[src/rtl/div_unit.sv]
// div_unit: multi-cycle restoring divider with pipeline stall request
module div_unit #(
  parameter int WIDTH = 32
) (
  input  logic               clk,
  input  logic               rst,
  input  logic               start_i,
  input  logic               annul_i,
  input  logic               signed_div_i,
  input  logic [WIDTH-1:0]   opdata1_i,
  input  logic [WIDTH-1:0]   opdata2_i,
  output logic [2*WIDTH-1:0] result_o,
  output logic               ready_o,
  output logic               stallreq_o
);
  localparam int CW = $clog2(WIDTH) + 1;
  typedef enum logic [1:0] {FREE, BYZERO, ON, END} state_t;
  state_t           state, state_n;
  logic [CW-1:0]    cnt;
  logic [WIDTH-1:0] rem, rem_n, quo, quo_n, dsr, q_fix, r_fix;
  logic [WIDTH:0]   shifted, diff;
  logic             neg1, neg2, ge, last, load;
  always_comb begin
    neg1       = signed_div_i & opdata1_i[WIDTH-1];
    neg2       = signed_div_i & opdata2_i[WIDTH-1];
    shifted    = {rem, quo[WIDTH-1]};
    diff       = shifted - {1'b0, dsr};
    // A borrow out of the WIDTH+1 bit subtraction means partial_rem < divisor
    ge         = ~diff[WIDTH];
    rem_n      = ge ? diff[WIDTH-1:0] : shifted[WIDTH-1:0];
    quo_n      = {quo[WIDTH-2:0], ge};
    q_fix      = (neg1 ^ neg2) ? -quo_n : quo_n;
    r_fix      = neg1 ? -rem_n : rem_n;
    last       = cnt == CW'(WIDTH - 1);
    load       = (state == ON) & ~annul_i & last;
    ready_o    = state == END;
    stallreq_o = start_i & ~ready_o & ~annul_i & ~rst;
    state_n    = state;
    case (state)
      FREE:    state_n = (start_i & ~annul_i) ? ((opdata2_i == '0) ? BYZERO : ON) : FREE;
      BYZERO:  state_n = annul_i ? FREE : END;
      ON:      state_n = annul_i ? FREE : (last ? END : ON);
      default: state_n = (start_i & ~annul_i) ? END : FREE;
    endcase
  end
  always_ff @(posedge clk) begin
    if (rst) begin
      state    <= FREE;
      cnt      <= '0;
      rem      <= '0;
      quo      <= '0;
      dsr      <= '0;
      result_o <= '0;
    end else begin
      state    <= state_n;
      result_o <= load ? {r_fix, q_fix} : ((state_n == END) ? result_o : '0);
      if (state == FREE) begin
        cnt <= '0;
        rem <= '0;
        quo <= neg1 ? -opdata1_i : opdata1_i;
        dsr <= neg2 ? -opdata2_i : opdata2_i;
      end else if (state == ON) begin
        cnt <= cnt + 1'b1;
        rem <= rem_n;
        quo <= quo_n;
      end
    end
  end
endmodule

[config.mk]
export PLATFORM = sky130hd
export DESIGN_NAME = div_unit
export DESIGN_NICKNAME = d
export VERILOG_FILES = /design/src/rtl/div_unit.sv
export SDC_FILE = /design/constraint.sdc
export NUM_CORES = 1
export LEC_CHECK = 0
export ABC_AREA = 0
export BUFFER_PORTS_ARGS = -buffer_cell sky130_fd_sc_hd__buf_2
export CAP_MARGIN = 20
export CELL_PAD_IN_SITES_DETAIL_PLACEMENT = 1
export CELL_PAD_IN_SITES_GLOBAL_PLACEMENT = 2
export CORE_UTILIZATION = 37
export DETAILED_ROUTE_END_ITERATION = 10
export GPL_ROUTABILITY_DRIVEN = 0
export PLACE_DENSITY_LB_ADDON = 0.25
export SKIP_LAST_GASP = 1
export SYNTH_ARGS = -nofsm -noshare
export SYNTH_HDL_FRONTEND = slang
export SYNTH_SLANG_ARGS = --single-unit
[constraint.sdc]
create_clock -name clk -period 10.5 [get_ports clk]
set_input_delay 1.575 -clock clk [delete_from_list [all_inputs] [get_ports clk]]
set_output_delay 1.575 -clock clk [all_outputs]
set_load 0.05 [all_outputs]
* Yosys cells after proc, flatten, opt, wreduce, memory -nomap -nowiden
Index checks and enable logic that the tools add are counted.
** Operators by class
- Reductions and logical operators :: 4
- Equal/unequal tests :: 6
- Mux-type cells :: 16
- Add/subtract/negate cells :: 6
- Bitwise operators :: 13
** Operators by type and width (number)
- 2-to-1 mux 32 bit :: 7
- 2-to-1 mux 64 bit :: 2
- negator 32 bit :: 4
- subtractor 33 x 32 -> 33 bit :: 1
- zero test 32 bit :: 1
- 2-to-1 mux 2 bit :: 5
- AND 1 bit :: 8
- adder 6 x 1 -> 6 bit (second input constant) :: 1
- == test 2 bit (second input constant) :: 3
- == test 6 x 5 -> 1 bit (second input constant) :: 1
- one-hot mux 2 bit (3 select lines) :: 1
- inverter 1 bit :: 4
- == test 2 x 1 -> 1 bit (second input constant) :: 1
- zero test 2 bit :: 1
- inequality test 2 bit (second input constant) :: 1
- nonzero test 2 bit :: 1
- OR reduction 2 bit :: 1
- 2-to-1 mux 1 bit :: 1
- bitwise XOR 1 bit :: 1
** Word-level totals
- Output and inout port bits :: 66
- Register bits after elaboration :: 168
- Input port bits :: 69

* Logic depth before layout (Yosys ltp)
Gate-level depths: netlist (run 1).
- Word-level depth :: 7
- Gate-level depth with buffers :: 23
- Depth with buffers taken out :: 20

* Least setup slack after synthesis (run 1)
No wires, ideal clock.
- Path type :: reg-to-reg
- Start :: register quo[31]
- End :: register result_o[28]
- Slack :: 5737 ps
- Path buffers :: 3
- Library setup time :: 128 ps
- Arrival :: 4636 ps
- Cell stages (with the launch flop) :: 24
- Clock period less this slack :: 4763 ps
- Cells stage by stage :: dfxtp_1 inv_1 ha_1 fa_1 nor2b_4 o31a_1 o21ai_2 a31oi_1 o31a_1 buf_4 nor2_2 clkinv_1 buf_2 buf_1 ha_1 nand3b_1 or2_2 o31ai_1 o21ai_0 a21oi_1 nand2_1 xor2_1 a22oi_1 nor2_1
** On the way
- Cells in the longest elaborated chain, start to end :: 5
** RTL lines
- start: declaration :: line 20 : logic [WIDTH-1:0] rem, rem_n, quo, quo_n, dsr, q_fix, r_fix;
- start signal: assignment :: line 60 : quo <= neg1 ? -opdata1_i : opdata1_i;
- start signal: assignment :: line 65 : quo <= quo_n;
- subtractor 33 x 32 -> 33 bit :: line 27 : diff = shifted - {1'b0, dsr};
- inverter 1 bit :: line 29 : ge = ~diff[WIDTH];
- negator 32 bit :: line 32 : q_fix = (neg1 ^ neg2) ? -quo_n : quo_n;
- 2-to-1 mux 32 bit :: line 32
- 2-to-1 mux 64 bit :: line 56 : result_o <= load ? {r_fix, q_fix} : ((state_n == END) ? result_o : '0);
- end signal: assignment :: line 56
- end: declaration :: line 12 : output logic [2*WIDTH-1:0] result_o,
Every way passes these cells.
A chain may end at the register's enable or synchronous reset.

* Final worst setup path (run 1)
Ends and elaborated chain as after synthesis.

==> qor.csv, run 1 <==
stage;metric;value;unit
detailed_routing;per-cell routed wire length;20.37;um
yosys;syn nets;1695;
yosys;Synth Instances;1588;
timing;max_slew headroom;28.05;%
die;# IOs;135;
timing;Final TNS setup;0;ns
power;peak supply drop;0.0001156;V
clock_tree;CTS Hold Buffers Added;0;
detailed_routing;via density per instance;5.783;
timing;worst-margin pin slew;1.052;ns
timing;unrepaired setup endpoints after global routing;false;
detailed_routing;Routed WL;42150;um
timing;clock skew;0.01789;ns
critical_path;type of the worst setup path;flip-flop to flip-flop;
timing;final period utilization;57.18;%
timing;Hold Fails Final Rpt;0;
critical_path;Critical Path Fanout Max;21;
die;initial core utilization;37.99;%
critical_path;Worst EP arrival;6.31;ns
detailed_routing;via count;11960;
status;status;finished, violations left;
die;core area;30830;um2
placement;Placed Cells;2037;
critical_path;CP Capture Type;flip-flop;
global_routing;first-pass GRT wire length;67320;um
yosys;Synthesis Warnings;0;
timing;Period minus WS final;6.003;ns
hold_path;HP Class;flip-flop to flip-flop;
critical_path;critical path startpoint category;flip-flop;
global_routing;initial antenna violation count;0;
global_routing;GR Util All Layers;26.30;%
status;failing checks;design-rule violations;
detailed_routing;drt first pass iters;8;
die;chip height;179.9;um
clock_tree;clock root buffer;clkbuf_16;
yosys;Netlist Area Pre-Place;11710;um2
yosys;Avg Inst Size Synth;7.375;um2
detailed_routing;Residual DRC;7;
clock_tree;later-pin clock latency in the skew report;0.45;ns
critical_path;worst r2r src;quo[31]$_SDFFE_PP0P_;
clock_tree;CTS tree;done;
yosys;sequential element share of the synthesized area;28.72;%
clock_tree;htree depth;4;
detailed_routing;ANT nets after route;0;
final_layout;fin cells;2069;
global_routing;vias in the first global route;11760;
clock_tree;Post-CTS Setup Bufs;0;
hold_path;Hold Crit Start;result_o[31]$_SDFFE_PP0P_;
timing;Peak Freq;166.6;MHz
yosys;Cell variety after synth;79;
final_layout;filler instances;3880;
yosys;FF+latch count, synth;168;
clock_tree;Sink Count;168;
power;pwr dens;125.8;nW/um2
yosys;top_reg_cell synth;dfxtp_1;
placement;IO buf count;134;
critical_path;Critical Path RT;10.81;ns
final_layout;share of cells above drive strength 1;13.39;%
timing;Final Max Tran Viols;0;
yosys;Post-synth ARST share;0;%
final_layout;Layout Nets;1767;
placement;Final HPWL DP;31620;um
die;num rows;64;
detailed_routing;Detailed Route Iter0 Violations;717;
final_layout;n_diodes;0;
final_layout;area delta synth->final;12.77;%
critical_path;Register-to-Register Setup Slack;4.50;ns
clock_tree;Num CTS Buffers;17;
global_routing;largest net degree at the start of global routing;84;
final_layout;Multi-input gate area;7729;um2
die;die width;179.9;um
clock_tree;Clock transition at path regs;0.08;ns
timing;Setup Viol. Count Final;0;
global_routing;grt total ovfl;0;
yosys;Post-synth EDFFs;0;
final_layout;Reg area;3368;um2
power;P_leak;0.005266;uW
clock_tree;CTS Buffer Depth;2;
run;Max Cap Viol;0;
die;Die Outline Area;32370;um2
critical_path;Critical Path Start;quo[31]$_SDFFE_PP0P_;
clock_tree;post-CTS sizing;0;
through the flow:
step	hold WS [ns]	setup WS (ns)	instance area [um2]	power, uW	util (%)
6_report	0.4456	4.497	13210	1661	42.84
5_1_grt	0.4628	4.018	13210	1737	42.84
4_1_cts	0.4537	4.565	13210	1673	42.84
3_5_place_dp	0.4369	4.573	12610	1012	40.91
3_3_place_gp	0.4281	4.787	12600	1008	40.86
2_1_floorplan	0.4319	5.737	11710	914.4	-
cell families after synthesis:
logic type / share of synthesized area (%)
xor+xnor: 10.02
mux: 2.628
simple gates: 22.88
buf+inv: 5.481
compound gates: 26.14
fa+ha+maj: 4.124
flops: 28.72
per-layer routing:
metal	up-vias	wire, um	global-route usage [%]
met5	-	0	0
met4	0	719	6.862
met3	48	1700	3.302
met2	259	18670	41.45
met1	5857	21070	37.61
li1	5800	-	-
report_power, final:
part           internal, uW  switching (uW)  total, uW
Sequential              659            23.3        682
Clock                   367             293        660
Combinational           115             204        319
Total                  1140             520       1660
path summary, 6_finish.rpt:
check | endpoint | depth (start not counted)
hold reg to reg | result_o[31]$_SDFFE_PP0P_ | 2
hold / removal | result_o[31]$_SDFFE_PP0P_ | 2
setup / recovery | result_o[28]$_SDFFE_PP0P_ | 21
setup reg to reg | result_o[28]$_SDFFE_PP0P_ | 21
flip-flops by register name (all words and copies together), names as in the netlist:
signal / cells
quo: 32
dsr: 32
cnt: 6
rem: 32
result_o: 64
state: 2
cells in the final DEF, fill, tap and decap left out, types with 27 or more instances in the layout:
master and instances:
nor3_1 28, a211oi_1 27, a31oi_1 29, ha_1 37, inv_1 55, nand2_1 156, a22oi_1 46, xor2_1 69
buf_2 133, a21oi_1 143, dfxtp_1 166, xnor2_1 65, o21ai_0 115, nor2_1 234
Yosys cell counts (8+ instances only):
| library cell | instances | area (um2) |
|---|---|---|
| nor2_1 | 235 | 882.1 |
| dfxtp_1 | 168 | 3363 |
| nand2_1 | 156 | 585.6 |
| a21oi_1 | 143 | 715.7 |
| o21ai_0 | 115 | 575.6 |
| xor2_1 | 69 | 604.3 |
| clkbuf_1 | 67 | 251.5 |
| xnor2_1 | 65 | 569.3 |
| inv_1 | 55 | 206.5 |
| a22oi_1 | 46 | 345.3 |
| ha_1 | 37 | 462.9 |
| a31oi_1 | 29 | 181.4 |
| nor3_1 | 28 | 140.1 |
| a211oi_1 | 27 | 202.7 |
| mux2i_1 | 24 | 240.2 |
| nand3_1 | 24 | 120.1 |
| nor4_1 | 22 | 137.6 |
| or3_1 | 22 | 137.6 |
| nand2b_1 | 18 | 112.6 |
| buf_2 | 15 | 75.07 |
| o31ai_1 | 13 | 97.59 |
| nand4_1 | 11 | 68.82 |
| nor2b_1 | 11 | 68.82 |
| and2_1 | 10 | 62.56 |
| a21o_1 | 9 | 67.56 |
| o41ai_1 | 9 | 78.83 |
| buf_1 | 8 | 30.03 |
| o211ai_1 | 8 | 60.06 |
critical path: stages, from the launching register on:
cell and delay, ns:
dfxtp_1 0.41, inv_1 0.09, ha_1 0.23, fa_1 0.44, nor2b_4 0.14, o31a_1 0.25
o21ai_2 0.10, a31oi_1 0.40, o31a_1 0.51, nor2_4 0.07, clkinv_1 0.37, buf_4 0.32
ha_1 0.24, nand3b_1 0.16, or2_2 0.35, o31ai_1 0.53, o21ai_0 0.37, a21oi_1 0.36
nand2_1 0.11, xor2_1 0.15, a22oi_1 0.16, nor2_1 0.06
area by class of cell:
type                    instances  share of cell area (%)
flip-flops and latches        168                   25.50
clock inverters                12                   1.052
multi-input cells            1266                   58.52
well taps                     396                   3.752
clock buffers                  20                   3.458
repair buffers                151                   6.120
inverters                      56                   1.592
No activity file was read; power rests on OpenSTA's default activity.
==> run 2: changes to the inputs <==
ABC_AREA = 1   (was 0)
CORE_UTILIZATION = 32   (was 37)
clock period = 5.6 ns   (was 10.5 ns; I/O delays follow)
==> run 2 against run 1 <==
Compared with the run above:
- the run now ends clean
- first-iteration DRC count decreased by 12%
- final area up 9.9%
- die area up 27%
- sequential power is 89% higher
- clock skew down 0.0031 ns
- highest routed layer unchanged
==> qor.csv, run 2 <==
stage;metric;value;unit
yosys;Synth Area in Compound Gates;15.92;%
critical_path;Critical Path Slowest Stage Cell;fa_1;
timing;Final Max Tran Viols;0;
global_routing;first-pass GRT wire length;78980;um
die;initial core utilization;32.50;%
detailed_routing;drt first pass iters;5;
critical_path;worst r2r src;quo[31]$_SDFFE_PP0P_;
yosys;Synthesis Warnings;0;
detailed_routing;Residual DRC;0;
global_routing;vias in the first global route;14230;
power;Clock power frac;32.0;%
final_layout;share of cells above drive strength 1;11.87;%
global_routing;GR Util All Layers;24.81;%
clock_tree;Sink Count;168;
hold_path;Hold Crit Start;result_o[7]$_SDFFE_PP0P_;
yosys;FF+latch count, synth;168;
yosys;Post-synth ARST share;0;%
timing;Peak Freq;221.8;MHz
timing;Final TNS setup;0;ns
detailed_routing;via density per instance;5.075;
hold_path;HP Class;flip-flop to flip-flop;
die;Die Outline Area;41160;um2
clock_tree;Num CTS Buffers;17;
timing;final period utilization;80.52;%
power;peak supply drop;0.0001858;V
final_layout;fin cells;2799;
final_layout;most frequent cells in the layout;652 x nand2_1, 318 x inv_1, 190 x nor2_1;
final_layout;most flop-heavy register;result_o;
yosys;syn nets;2273;
global_routing;largest net degree at the start of global routing;77;
power;Net Sw Frac;40.01;%
yosys;sequential element share of the synthesized area;26.04;%
yosys;share of the synthesized area in the top cell type;26.04;%
detailed_routing;Routed WL;49970;um
detailed_routing;Detailed Route Iter0 Violations;633;
yosys;largest family of logic cells by synthesized area;simple AND/OR/NAND/NOR gates;
die;# IOs;135;
yosys;xor/xnor share of the synthesized area;2.374;%
power;P_leak;0.007216;uW
critical_path;critical path startpoint category;flip-flop;
hold_path;WHS Endpoint;result_o[7]$_SDFFE_PP0P_;
global_routing;initial antenna violation count;2;
clock_tree;CTS tree;done;
timing;Hold Fails Final Rpt;0;
clock_tree;CTS Buffer Depth;2;
critical_path;CP delay by family, top;simple AND/OR/NAND/NOR gates;
die;core area;39730;um2
critical_path;R2R cell count;29;
timing;Setup Viol. Count Final;0;
yosys;Synth top cells by count;652 x nand2_1, 319 x inv_1, 192 x nor2_1;
yosys;Post-synth EDFFs;0;
final_layout;max reg flops;64;
yosys;top_reg_cell synth;dfxtp_1;
yosys;Netlist Area Pre-Place;12910;um2
global_routing;grt total ovfl;0;
power;pwr dens;258.4;nW/um2
clock_tree;CTS Hold Buffers Added;0;
yosys;mux cell area share after synthesis;0;%
yosys;post-synthesis adder-cell area fraction;3.740;%
clock_tree;Clock transition at path regs;0.07;ns
clock_tree;clock root buffer;clkbuf_16;
yosys;Simple-Gate Fraction of Synth Area;38.74;%
final_layout;leading cell type in the layout, fill and taps excluded;nand2_1;
critical_path;type of the worst setup path;flip-flop to flip-flop;
critical_path;CP peak stage delay;0.41;ns
yosys;biggest area consumer among synthesized cells;dfxtp_1;
clock_tree;post-CTS sizing;0;
critical_path;Critical Path Fanout Max;7;
power;switching power;1500;uW
placement;Placed Cells;2766;
die;die width;202.9;um
critical_path;CP dominant cell by count;nand2_1;
final_layout;filler instances;5391;
final_layout;n_diodes;0;
yosys;Cell variety after synth;55;
die;chip height;202.9;um
run;Max Cap Viol;0;
clock_tree;later-pin clock latency in the skew report;0.47;ns
detailed_routing;per-cell routed wire length;17.85;um
clock_tree;Post-CTS Setup Bufs;0;
critical_path;CP Capture Type;flip-flop;
timing;Period minus WS final;4.509;ns
yosys;Avg Inst Size Synth;5.962;um2
die;num rows;73;
final_layout;area delta synth->final;12.36;%
placement;Final HPWL DP;39720;um
timing;worst-margin pin slew;0.9377;ns
detailed_routing;via count;14200;
hold_path;WHS Path Cells;2;
yosys;count leader, synth;nand2_1;
detailed_routing;ANT nets after route;0;
timing;unrepaired setup endpoints after global routing;false;
power;part of the power in registers;34.3;%
yosys;Synth Instances;2166;
final_layout;Layout Nets;2368;
critical_path;Critical Path RT;5.99;ns
status;status;finished, final reports clean;
critical_path;Worst EP arrival;4.90;ns
critical_path;Register-to-Register Setup Slack;1.09;ns
clock_tree;htree depth;4;
power;power share of the combinational group;33.6;%
final_layout;final core occ;36.52;%
power;Int Power;2250;uW
timing;max_slew headroom;37.49;%
critical_path;r2r endpoint;result_o[28]$_SDFFE_PP0P_;
placement;IO buf count;134;
yosys;largest cells by area after synthesis;dfxtp_1 26%, nand2_1 19%, inv_1 9.3%, nand3_1 6.5%, nor2_1 5.6%;
timing;clock skew;0.01481;ns
critical_path;CP Buf/Inv Count;2;
-- run 2: cell count changes after synthesis, moves of 24 or more --
cell      delta
a211oi_1    -27
a22oi_1     -46
inv_1      +264
mux2i_1     -24
nand2_1    +496
nand2_2     +25
nand3_1    +143
nor2_1      -43
o22ai_1     +27
xnor2_1     -53
xor2_1      -46
-- run 2: worst max-delay path by stage --
stage / from / endpoint / cells past startpoint
finish: quo[31]$_SDFFE_PP0P_ / result_o[28]$_SDFFE_PP0P_ / 29
global route: quo[31]$_SDFFE_PP0P_ / result_o[30]$_SDFFE_PP0P_ / 29
CTS: quo[31]$_SDFFE_PP0P_ / result_o[28]$_SDFFE_PP0P_ / 29
detailed placement: quo[31]$_SDFFE_PP0P_ / result_o[28]$_SDFFE_PP0P_ / 29
global placement: quo[31]$_SDFFE_PP0P_ / result_o[28]$_SDFFE_PP0P_ / 29
floorplan: quo[31]$_SDFFE_PP0P_ / result_o[28]$_SDFFE_PP0P_ / 31
-- run 2: tightest hold or removal path, stage by stage, from the launching register on --
cell and delay, ns:
dfxtp_1 0.31, nand2_1 0.06, a21oi_1 0.05
-- run 2: routing by layer --
| layer | up-vias | track usage [%] | wire, um |
|---|---|---|---|
| met1 | 6769 | 32.40 | 23730 |
| li1 | 7133 | - | - |
| met4 | 0 | 8.539 | 1396 |
| met5 | - | 0 | 0 |
| met3 | 67 | 3.355 | 1583 |
| met2 | 235 | 41.67 | 23270 |
-- run 2: cell type report --
cell class | count | area [um2] | share of cell area [%]
Clock inverter | 14 | 138.9 | 0.9571
Clock buffer | 18 | 439.2 | 3.027
Multi-Input combinational cell | 1593 | 7859 | 54.16
Sequential cell | 168 | 3364 | 23.19
Timing Repair Buffer | 151 | 813.3 | 5.605
Inverter | 330 | 1239 | 8.537
Tap cell | 525 | 656.9 | 4.527
-- run 2: power by group through the flow --
stage,Clock (uW),Sequential [uW],Combinational [uW]
finish,1200,1290,1260
global route,1280,1290,1430
global placement,0,1310,1230
CTS,1240,1290,1260
floorplan,0,1300,908
detailed placement,0,1310,1260
-- run 2: through the flow --
| stage | setup slack (ns) | hold slack [ns] | power, uW | area [um2] |
|---|---|---|---|---|
| 2_1_floorplan | 1.537 | 0.4222 | 2206 | 12910 |
| 3_3_place_gp | 1.278 | 0.4365 | 2547 | 13910 |
| 3_5_place_dp | 1.130 | 0.4557 | 2569 | 13910 |
| 4_1_cts | 1.118 | 0.4652 | 3788 | 14490 |
| 5_1_grt | 0.5209 | 0.4870 | 4003 | 14510 |
| 6_report | 1.091 | 0.4617 | 3750 | 14510 |
-- run 2: kinds of logic after synthesis --
kind of cell    count (synthesis)
compound gates                362
xor+xnor                       35
fa+ha+maj                      38
buf+inv                       405
flops                         168
simple gates                 1158
==> run 3: changes to the inputs <==
CORE_UTILIZATION = 29   (was 32)
clock period = 3.65 ns   (was 5.6 ns; I/O delays follow)
==> run 3 against run 2 <==
Compared with the run above:
- the run now ends with negative setup slack left
- via count increased by 7.5%
- critical path depth unchanged
- register-to-register slack got worse by 1.1 ns
- setup slack worse by 1.1 ns
- final cell count grew 10%
- wire length up 12%
- non-clock buffer count is 218 higher
- clock skew about the same
- largest cell class unchanged
==> qor.csv, run 3 (synthesized netlist as in run 2, its figures left out) <==
stage;metric;value;unit
critical_path;CP Capture Type;flip-flop;
final_layout;max reg flops;64;
timing;Final Max Tran Viols;0;
status;status;finished, violations left;
die;die width;213.0;um
power;pwr dens;383.3;nW/um2
timing;PnR worst setup slack;-0.007750;ns
timing;Peak Freq;273.4;MHz
final_layout;share of cells above drive strength 1;23.11;%
die;# IOs;135;
power;P_leak;0.008391;uW
final_layout;filler instances;5778;
critical_path;Worst EP arrival;4.05;ns
timing;final period utilization;100.2;%
critical_path;critical path startpoint category;flip-flop;
timing;Hold Fails Final Rpt;0;
global_routing;first-pass GRT wire length;84860;um
global_routing;initial antenna violation count;3;
timing;Setup Viol. Count Final;2;
global_routing;largest net degree at the start of global routing;78;
global_routing;GR Util All Layers;24.67;%
clock_tree;clock root buffer;clkbuf_16;
placement;Final HPWL DP;43680;um
status;failing checks;negative setup slack;
timing;worst-margin pin slew;0.8113;ns
global_routing;vias in the first global route;15270;
final_layout;leading cell type in the layout, fill and taps excluded;nand2_1;
placement;placed inst area;15500;um2
critical_path;Critical Path Fanout Max;3;
die;core area;43460;um2
global_routing;grt total ovfl;0;
final_layout;most frequent cells in the layout;619 x nand2_1, 308 x inv_1, 220 x buf_4;
clock_tree;Num CTS Buffers;17;
critical_path;CP peak stage delay;0.40;ns
clock_tree;later-pin clock latency in the skew report;0.47;ns
critical_path;CP dominant cell by count;nand2_2;
timing;unrepaired setup endpoints after global routing;true;
detailed_routing;Routed WL;56180;um
critical_path;Critical Path RT;4.04;ns
detailed_routing;Residual DRC;0;
final_layout;Multi-input gate area;8376;um2
final_layout;Reg area;3369;um2
detailed_routing;via count;15270;
hold_path;HP Class;input port to flip-flop;
timing;clock skew;0.01487;ns
detailed_routing;per-cell routed wire length;18.25;um
final_layout;area delta synth->final;31.04;%
placement;Placed Cells;3014;
die;initial core utilization;29.72;%
critical_path;type of the worst setup path;flip-flop to flip-flop;
detailed_routing;ANT nets after route;0;
run;Max Cap Viol;0;
timing;max_slew headroom;45.91;%
final_layout;post-route cell area;16920;um2
detailed_routing;via density per instance;4.960;
final_layout;Layout Nets;2586;
detailed_routing;drt first pass iters;5;
clock_tree;htree depth;4;
die;Die Outline Area;45380;um2
timing;Period minus WS final;3.658;ns
die;chip height;213.0;um
placement;IO buf count;134;
final_layout;most flop-heavy register;result_o;
final_layout;fin cells;3078;
die;num rows;76;
clock_tree;CTS Buffer Depth;2;
clock_tree;Sink Count;168;
power;peak supply drop;0.0002165;V
detailed_routing;Detailed Route Iter0 Violations;822;
clock_tree;CTS tree;done;
clock_tree;Clock transition at path regs;0.07;ns
critical_path;Critical Path Slowest Stage Cell;fa_2;
-- run 3: worst paths after layout --
path / start / to / slack, ns / cells past startpoint
setup / recovery: quo[31]$_SDFFE_PP0P_ / result_o[30]$_SDFFE_PP0P_ / -0.008 / 29
hold / removal: opdata2_i[31] / dsr[31]$_SDFFE_PP0P_ / 0.37 / 3
setup reg to reg: quo[31]$_SDFFE_PP0P_ / result_o[30]$_SDFFE_PP0P_ / -0.008 / 29
hold reg to reg: result_o[13]$_SDFFE_PP0P_ / result_o[13]$_SDFFE_PP0P_ / 0.46 / 2
-- run 3: cell type report --
| type | instances | share of cell area (%) |
|---|---|---|
| sequential | 168 | 19.91 |
| multi-input combinational | 1593 | 49.49 |
| clock buffer | 22 | 2.684 |
| clock inverter | 10 | 0.8503 |
| tap | 585 | 4.325 |
| timing repair buffer | 369 | 15.40 |
| antenna | 1 | 0.01479 |
| inverter | 330 | 7.320 |
-- run 3: power breakdown --
part,leakage (uW),switching [uW],internal (uW)
registers,0.00137,72.6,1910
clock network,0.000287,847,1100
logic,0.00673,1610,953
total,0.00839,2530,3960
-- run 3: what timing repair did --
action                                  4_1_cts  5_1_grt
endpoints found under the setup margin       17       30
gates cloned                                  0        3
setup buffers                                 9       21
gates resized for setup                      17       97
hold buffers                                  0        0
pin swaps                                    12       29
-- run 3: metal layers --
metal  wire length, um  part of all wire [%]  global-route usage, %
met2             26470                    47                  41.38
met5                 0                     0                      0
met1             26460                    47                  32.57
met3              2220                   4.0                  3.868
met4              1030                   1.8                  6.624
-- run 3: per-stage QoR --
stage          setup TNS, ns  total power (uW)  setup slack (ns)  util [%]  hold slack [ns]
2_1_floorplan        -0.6236              3393           -0.2610         -           0.4222
3_3_place_gp          -1.202              4222           -0.3029     35.68           0.4340
3_5_place_dp          -2.335              4275           -0.4050     35.68           0.4491
4_1_cts            -0.001620              6281         -0.001620     37.38           0.3421
5_1_grt               -3.407              6874           -0.2941     38.94           0.3778
6_report            -0.01144              6486         -0.007750     38.94           0.3660
-- run 3: worst max-delay path: cells and delay by family, from the launching register on --
| kind | cells | cell delay (ns) |
|---|---|---|
| AND/OR/NAND/NOR | 19 | 1.80 |
| adder cells (fa/ha/maj) | 3 | 0.70 |
| AO/OA/AOI/OAI | 5 | 0.61 |
| flip-flops | 1 | 0.33 |
| buffers and inverters | 2 | 0.12 |
